$ cat src/rtl/prescaler_pkg.sv
// Shared types and standard divisor constants for the multi-channel prescaler.
package prescaler_pkg;

   localparam int unsigned DIVISOR_WIDTH = 32;

   typedef logic [DIVISOR_WIDTH-1:0] divisor_t;

   // Full-period divisors for the 100 MHz board clock
   localparam divisor_t DIVISOR_1HZ  = 100_000_000;
   localparam divisor_t DIVISOR_10HZ = 10_000_000;

endpackage

$ cat src/rtl/prescaler_channel.sv
// One runtime-loadable clock divider: count, divisor, square clock_out and tick.
// Optional `phase` debug port under PRESCALER_PHASE_OUT_EN.
module prescaler_channel
   import prescaler_pkg::*;
#(
   parameter int unsigned          WIDTH           = DIVISOR_WIDTH,
   parameter logic [WIDTH-1:0]     DEFAULT_DIVISOR = WIDTH'(DIVISOR_1HZ)
) (
   input  logic             clock_in,
   input  logic             reset,
   input  logic             enable,
   input  logic             sync,
   input  logic             load,
   input  logic [WIDTH-1:0] load_divisor,
   output logic             clock_out,
   output logic             tick
`ifdef PRESCALER_PHASE_OUT_EN
   ,
   output logic [WIDTH-1:0] phase
`endif
);

   logic [WIDTH-1:0] divisor;
   logic [WIDTH-1:0] count;
   logic [WIDTH-1:0] count_next;
   logic [WIDTH:0]   half;
   logic             wrap;
   logic             high_next;

   // ceil(d/2) is formed one bit wider so d = all-ones cannot overflow
   always_comb begin
      wrap       = (count == (divisor - WIDTH'(1)));
      count_next = wrap ? '0 : count + WIDTH'(1);
      half       = ({1'b0, divisor} + (WIDTH+1)'(1)) >> 1;
      high_next  = ({1'b0, count_next} < half);
   end

   always_ff @(posedge clock_in) begin
      if (reset) begin
         divisor   <= DEFAULT_DIVISOR;
         count     <= '0;
         clock_out <= 1'b0;
         tick      <= 1'b0;
      end else if (load || sync) begin
         if (load) divisor <= load_divisor;
         count     <= '0;
         clock_out <= 1'b0;
         tick      <= 1'b0;
      end else if (divisor == '0) begin
         count     <= '0;
         clock_out <= 1'b0;
         tick      <= 1'b0;
      end else if (enable) begin
         count     <= count_next;
         tick      <= wrap;
         clock_out <= high_next;
      end else begin
         tick      <= 1'b0;
      end
   end

`ifdef PRESCALER_PHASE_OUT_EN
   assign phase = count;
`endif

endmodule

$ cat src/rtl/prescaler_multi.sv
// CHANNELS independent loadable clock dividers with shared sync and load port.
// Define PRESCALER_PHASE_OUT_EN to expose every channel's live count on `phase`.
module prescaler_multi
   import prescaler_pkg::*;
#(
   parameter int unsigned      CHANNELS        = 2,
   parameter int unsigned      WIDTH           = DIVISOR_WIDTH,
   parameter logic [WIDTH-1:0] DEFAULT_DIVISOR = WIDTH'(DIVISOR_1HZ)
) (
   input  logic                                          clock_in,
   input  logic                                          reset,
   input  logic [CHANNELS-1:0]                           enable,
   input  logic                                          sync,
   input  logic                                          load_valid,
   input  logic [((CHANNELS > 1) ? $clog2(CHANNELS) : 1)-1:0] load_channel,
   input  logic [WIDTH-1:0]                              load_divisor,
   output logic [CHANNELS-1:0]                           clock_out,
   output logic [CHANNELS-1:0]                           tick
`ifdef PRESCALER_PHASE_OUT_EN
   ,
   output logic [CHANNELS*WIDTH-1:0]                     phase
`endif
);

   // Out-of-range load_channel values match no channel and are dropped
   for (genvar c = 0; c < CHANNELS; c++) begin : g_chan
      logic load_hit;
      assign load_hit = load_valid && (int'(load_channel) == c);

      prescaler_channel #(
         .WIDTH           (WIDTH),
         .DEFAULT_DIVISOR (DEFAULT_DIVISOR)
      ) u_channel (
         .clock_in     (clock_in),
         .reset        (reset),
         .enable       (enable[c]),
         .sync         (sync),
         .load         (load_hit),
         .load_divisor (load_divisor),
         .clock_out    (clock_out[c]),
         .tick         (tick[c])
`ifdef PRESCALER_PHASE_OUT_EN
         ,
         .phase        (phase[c*WIDTH +: WIDTH])
`endif
      );
   end

endmodule

$ cat config.mk
export PLATFORM = sky130hd
export DESIGN_NAME = prescaler_multi
export DESIGN_NICKNAME = d
export VERILOG_FILES = /design/src/rtl/prescaler_pkg.sv /design/src/rtl/prescaler_channel.sv /design/src/rtl/prescaler_multi.sv
export SDC_FILE = /design/constraint.sdc
export NUM_CORES = 1
export LEC_CHECK = 0
export BUFFER_PORTS_ARGS = -buffer_cell sky130_fd_sc_hd__buf_2
export CAP_MARGIN = 0
export CORE_AREA = 2 2 188 190
export DETAILED_ROUTE_END_ITERATION = 8
export DIE_AREA = 0 0 190 192
export GPL_TIMING_DRIVEN = 0
export PLACE_DENSITY_LB_ADDON = 0.08
export RECOVER_POWER = 25
export SYNTH_ARGS = -nofsm -noshare
export SYNTH_HDL_FRONTEND = slang
export SYNTH_SLANG_ARGS = --single-unit
$ cat constraint.sdc
create_clock -name clock_in -period 6.65 [get_ports clock_in]
set_input_delay 0.665 -clock clock_in [delete_from_list [all_inputs] [get_ports clock_in]]
set_output_delay 0.665 -clock clock_in [all_outputs]
set_load 0.03 [all_outputs]
==> implementation parameters <==
Parameter                              Value

Timing
  Transition time at the pin with the least slew margin ... around 1300 ps
  Maximum frequency from static timing analysis ... about 0.16 GHz
  Final sum of negative setup slack ... 0 ps
  Number of failing hold endpoints at the final stage ... 0
  Minimum clock period ... around 6100 ps
  Setup repair after global routing missed its margin ... no
  Number of setup violations in the final report ... 0
  Final Cycle Share ... between 90 and 100%
  Clock Skews ... 14.71 ps
  Final count of pins violating max slew ... 0
  Max-Slew Margin vs Limit ... between 10 and 15%
  Hold slack ... 448.7 ps

Finish
  Diode insertion count for antenna repair ... 0
  Nets ... roughly 1900
  Count of fill cells added during filler insertion ... approximately 3700
  Post-layout instance count excluding filler cells ... around 2200
  Proportion of layout cells with a drive suffix above 1 ... under 10%
  Total non-filler cell area in the finished layout ... 13710 sq um
  Syn-to-layout area delta ... 11.42%

Setup path
  Endpoint class of the critical path ... flip-flop
  Data arrival, critical path ... 6410 ps
  Reg2Reg Setup Slack ... between 500 and 600 ps
  Number of cells on the worst reg-to-reg path ... 21
  Critical Path Fanout Max ... 10
  Critical path's largest stage delay ... between 600 and 700 ps
  Critical path required time ... 6970 ps
  Setup CP Type ... reg -> reg
  Startpoint of the lowest-slack register-to-register path ... g_chan[0].u_channel.divisor[0]
  Slowest cell on crit path ... sky130_fd_sc_hd__or4_1
  Number of buffers and inverters on the critical path ... 5
  Most used cell, CP ... sky130_fd_sc_hd__buf_2
  Startpoint type of the worst setup path ... flip-flop
  Critical Path, Cell by Cell ... buf_2, inv_1, ha_1, nor3b_2, nand2_1, or3_1, a2111oi_2, o21ai_0, nor4_2, and2_1, buf_2, buf_2, buf_2, a21oi_1, ha_1, nand2_1, nor2_1, nand4_1, or4_1, a311oi_1, nor3_1
  FF-to-FF End ... g_chan[0].u_channel.clock_out
  Family with the most delay on the worst path ... simple AND/OR/NAND/NOR gates

Synth
  Synthesized area divided by synthesized cell count ... ~7.3 sq um
  Commonest cells in the synthesized netlist ... sky130_fd_sc_hd__nand2_1, sky130_fd_sc_hd__a21oi_1, sky130_fd_sc_hd__nor2_1
  Adder and majority cell fraction of the synthesized area ... 6.913%
  Top cells by area in the synthesized netlist ... sky130_fd_sc_hd__dfxtp_1, sky130_fd_sc_hd__xor2_1, sky130_fd_sc_hd__nand2_1
  Fraction of synthesis flops using an asynchronous set or reset pin ... 0%
  Register bit count reported by yosys ... between 100 and 150
  Share of the synthesized area in the top cell type ... 21.47%
  Post-synthesis compound-gate area fraction ... 16.13%
  Number of flops mapped to enable cells by yosys ... 0
  Number of warnings printed during yosys synthesis ... 0
  Post-Synth Simple-Gate Area ... between 30% and 40%
  Most area-hungry cell type in the Yosys netlist ... sky130_fd_sc_hd__dfxtp_1
  Netlist area before placement ... ~12000 sq um
  Number of library cell types mapped by synthesis ... 95
  Area share of xor/xnor cells in the synthesized design ... between 10% and 20%
  Cell count after synthesis ... 1683
  Largest family of logic cells by synthesized area ... simple AND/OR/NAND/NOR gates
  Prevailing post-synth register cell ... sky130_fd_sc_hd__dfxtp_1
  Fraction of synthesized area in multiplexers ... 0.2643%
  Post-synthesis sequential area ratio ... between 20% and 30%
  Syn nets ... 1790
  Cell with the most instances after synthesis ... sky130_fd_sc_hd__nand2_1

Min path
  Worst hold path class ... in -> reg
  Min-Delay Startpoint ... load_divisor[16]
  End point of the worst hold path ... g_chan[0].u_channel.divisor[16]
  Cell depth of the worst hold path ... 3

Clock network
  Hold-fix buffers at CTS ... 0
  H-tree levels ... 4
  Clock Tree Root ... sky130_fd_sc_hd__clkbuf_16
  Clock tree from TritonCTS ... done
  Number of setup buffers added after CTS ... 0
  Clock transition at path regs ... about 70 ps
  CTS buffer count ... 17
  CTS max path bufs ... 2
  TritonCTS Sinks ... roughly 130
  Clock insertion delay at the later pin of the skew report ... approximately 450 ps

Drt
  Antenna Violating Nets Remaining ... 0
  First-pass iteration count of the detailed router ... 5
  First-iteration detailed-routing DRC count ... roughly 600
  Vias per cell ... between 5 and 6
  Routed WL per cell ... 18.95 um
  Total Routed Length ... 41920 um
  Vias ... ~12000
  Final routed DRC violation total ... 0

Power and ir drop
  Leakage component of the power ... slightly above 5 nW
  Power density normalized to cell area ... approximately 160 nW/um^2
  Sum of internal, switching and leakage power ... approximately 0.0022 W
  Peak VDD IR ... roughly 0.19 mV

Place
  Number of placed instances, taps included ... 2180
  Weighted congestion reported at the end of routability-driven placement ... 0.8816
  Detailed placement HPWL ... 32950 um
  Area after detailed placement ... 13090 sq um
  Port Buffer Count ... 42

Die
  Die extent in y ... approximately 190 um
  Number of placement rows ... just under 70
  Core area ... approximately 34000 sq um
  Chip width ... ~190 um
  DIE AREA ... between 30000 and 40000 sq um
  Initial cell density of the core ... between 30 and 40%
  Count of pins on the block boundary ... between 40 and 50

Outcome
  Result of the run ... finished, final reports clean

GRT
  First-pass GRT wire length ... 65870 um
  Pin count of the biggest net entering global routing ... 17
  Grt total ovfl ... 0
  Global-route usage over all layers ... 23.34%
  Initial antenna violation count ... 1
  Via count of the first global-routing pass ... between 10000 and 15000

Job
  Number of violations of the max-capacitance limit ... 0
-- worst max-delay path by stage --
stage                                   start                       endpoint  slack, ps  depth (start not counted)
6_report       g_chan[0].u_channel.divisor[0]  g_chan[0].u_channel.clock_out        550                         21
5_1_grt        g_chan[0].u_channel.divisor[0]  g_chan[0].u_channel.clock_out        190                         23
4_1_cts        g_chan[0].u_channel.divisor[0]  g_chan[0].u_channel.clock_out         60                         21
3_5_place_dp   g_chan[0].u_channel.divisor[0]  g_chan[0].u_channel.clock_out        100                         21
3_3_place_gp   g_chan[0].u_channel.divisor[0]  g_chan[0].u_channel.clock_out         70                         21
2_1_floorplan  g_chan[0].u_channel.divisor[0]  g_chan[0].u_channel.clock_out       1980                         23
-- registers in the layout (all words and copies together) (netlist names) --
signal	cells
g_chan.u_channel.count	64
g_chan.u_channel.divisor	64
g_chan.u_channel.clock_out	2
g_chan.u_channel.tick	2
-- area by class of cell --
cell class	instances	area [sq um]	area share, %
sequential	132	2643	19.27
buffer	155	765.7	5.584
clock inverter	13	182.7	1.332
tap	455	569.3	4.152
inverter	23	86.33	0.6296
multi-input combinational	1373	8825	64.36
timing repair buffer	42	207.7	1.515
clock buffer	19	432.9	3.157
-- logic make-up after synthesis --
family / after synthesis
xor+xnor: 190
compound gates: 320
mux: 3
simple gates: 792
flops: 132
buf+inv: 178
fa+ha+maj: 68
-- power by group --
| part | internal, W | switching [W] | leakage, nW |
|---|---|---|---|
| clock network | 0.000627 | 0.000409 | 0.301 |
| registers | 0.000813 | 0.0000165 | 1.07 |
| logic | 0.000130 | 0.000232 | 3.79 |
-- what timing repair did --
| item | 4_1_cts | 5_1_grt |
|---|---|---|
| hold endpoints to repair | 0 | 0 |
| endpoints found under the setup margin | 0 | 1 |
| resized for setup | 0 | 3 |
-- cells in the final DEF, fill, tap and decap left out, types with 7 or more instances in the layout --
master and count:
sky130_fd_sc_hd__nand2_1 227, sky130_fd_sc_hd__a21oi_1 136, sky130_fd_sc_hd__nor2_1 133, sky130_fd_sc_hd__dfxtp_1 132
sky130_fd_sc_hd__clkbuf_1 100, sky130_fd_sc_hd__xor2_1 98, sky130_fd_sc_hd__xnor2_1 92, sky130_fd_sc_hd__ha_1 68
sky130_fd_sc_hd__nand3_1 66, sky130_fd_sc_hd__buf_2 60, sky130_fd_sc_hd__nand3b_1 56, sky130_fd_sc_hd__and3_1 55
sky130_fd_sc_hd__nand4_1 39, sky130_fd_sc_hd__o21ai_0 39, sky130_fd_sc_hd__nor4_1 36, sky130_fd_sc_hd__nor3_1 35
sky130_fd_sc_hd__nand2b_1 25, sky130_fd_sc_hd__inv_1 23, sky130_fd_sc_hd__a21o_1 22, sky130_fd_sc_hd__or4_1 17
sky130_fd_sc_hd__clkbuf_16 17, sky130_fd_sc_hd__o21ai_1 16, sky130_fd_sc_hd__or3_1 15, sky130_fd_sc_hd__buf_1 14
sky130_fd_sc_hd__a31o_2 14, sky130_fd_sc_hd__nor2b_1 12, sky130_fd_sc_hd__a31oi_1 11, sky130_fd_sc_hd__a211oi_1 11
sky130_fd_sc_hd__and2_1 10, sky130_fd_sc_hd__o211ai_1 8, sky130_fd_sc_hd__nand4b_1 8, sky130_fd_sc_hd__or2_2 8
sky130_fd_sc_hd__buf_4 8, sky130_fd_sc_hd__and4_1 7
-- metal layers --
metal / GRT usage [%] / part of all wire, % / vias to the layer above
li1: - / - / 6084
met1: 27.41 / 42 / 5540
met2: 42.28 / 50 / 262
met3: 3.307 / 3.4 / 77
met4: 9.928 / 3.7 / 2
met5: 0 / 0.031 / -
-- worst reg2reg max path: stages (launching register included) --
cell and delay (ps):
sky130_fd_sc_hd__dfxtp_1 310, sky130_fd_sc_hd__buf_2 180, sky130_fd_sc_hd__inv_1 70, sky130_fd_sc_hd__ha_1 250
sky130_fd_sc_hd__nor3b_2 440, sky130_fd_sc_hd__nand2_1 160, sky130_fd_sc_hd__or3_1 460, sky130_fd_sc_hd__a2111oi_2 420
sky130_fd_sc_hd__o21ai_0 150, sky130_fd_sc_hd__nor4_2 520, sky130_fd_sc_hd__and2_1 190, sky130_fd_sc_hd__buf_2 200
sky130_fd_sc_hd__buf_2 290, sky130_fd_sc_hd__buf_2 350, sky130_fd_sc_hd__a21oi_1 130, sky130_fd_sc_hd__ha_1 310
sky130_fd_sc_hd__nand2_1 90, sky130_fd_sc_hd__nor2_1 110, sky130_fd_sc_hd__nand4_1 160, sky130_fd_sc_hd__or4_1 650
sky130_fd_sc_hd__a311oi_1 420, sky130_fd_sc_hd__nor3_1 90
-- stage by stage --
step,worst slack [ps],util [%]
2_1_floorplan,1981,-
3_3_place_gp,74.74,38.17
3_5_place_dp,104.5,38.17
4_1_cts,58.97,39.96
5_1_grt,191.6,39.99
6_report,553.2,39.99
No activity file was read; power rests on OpenSTA's default activity.
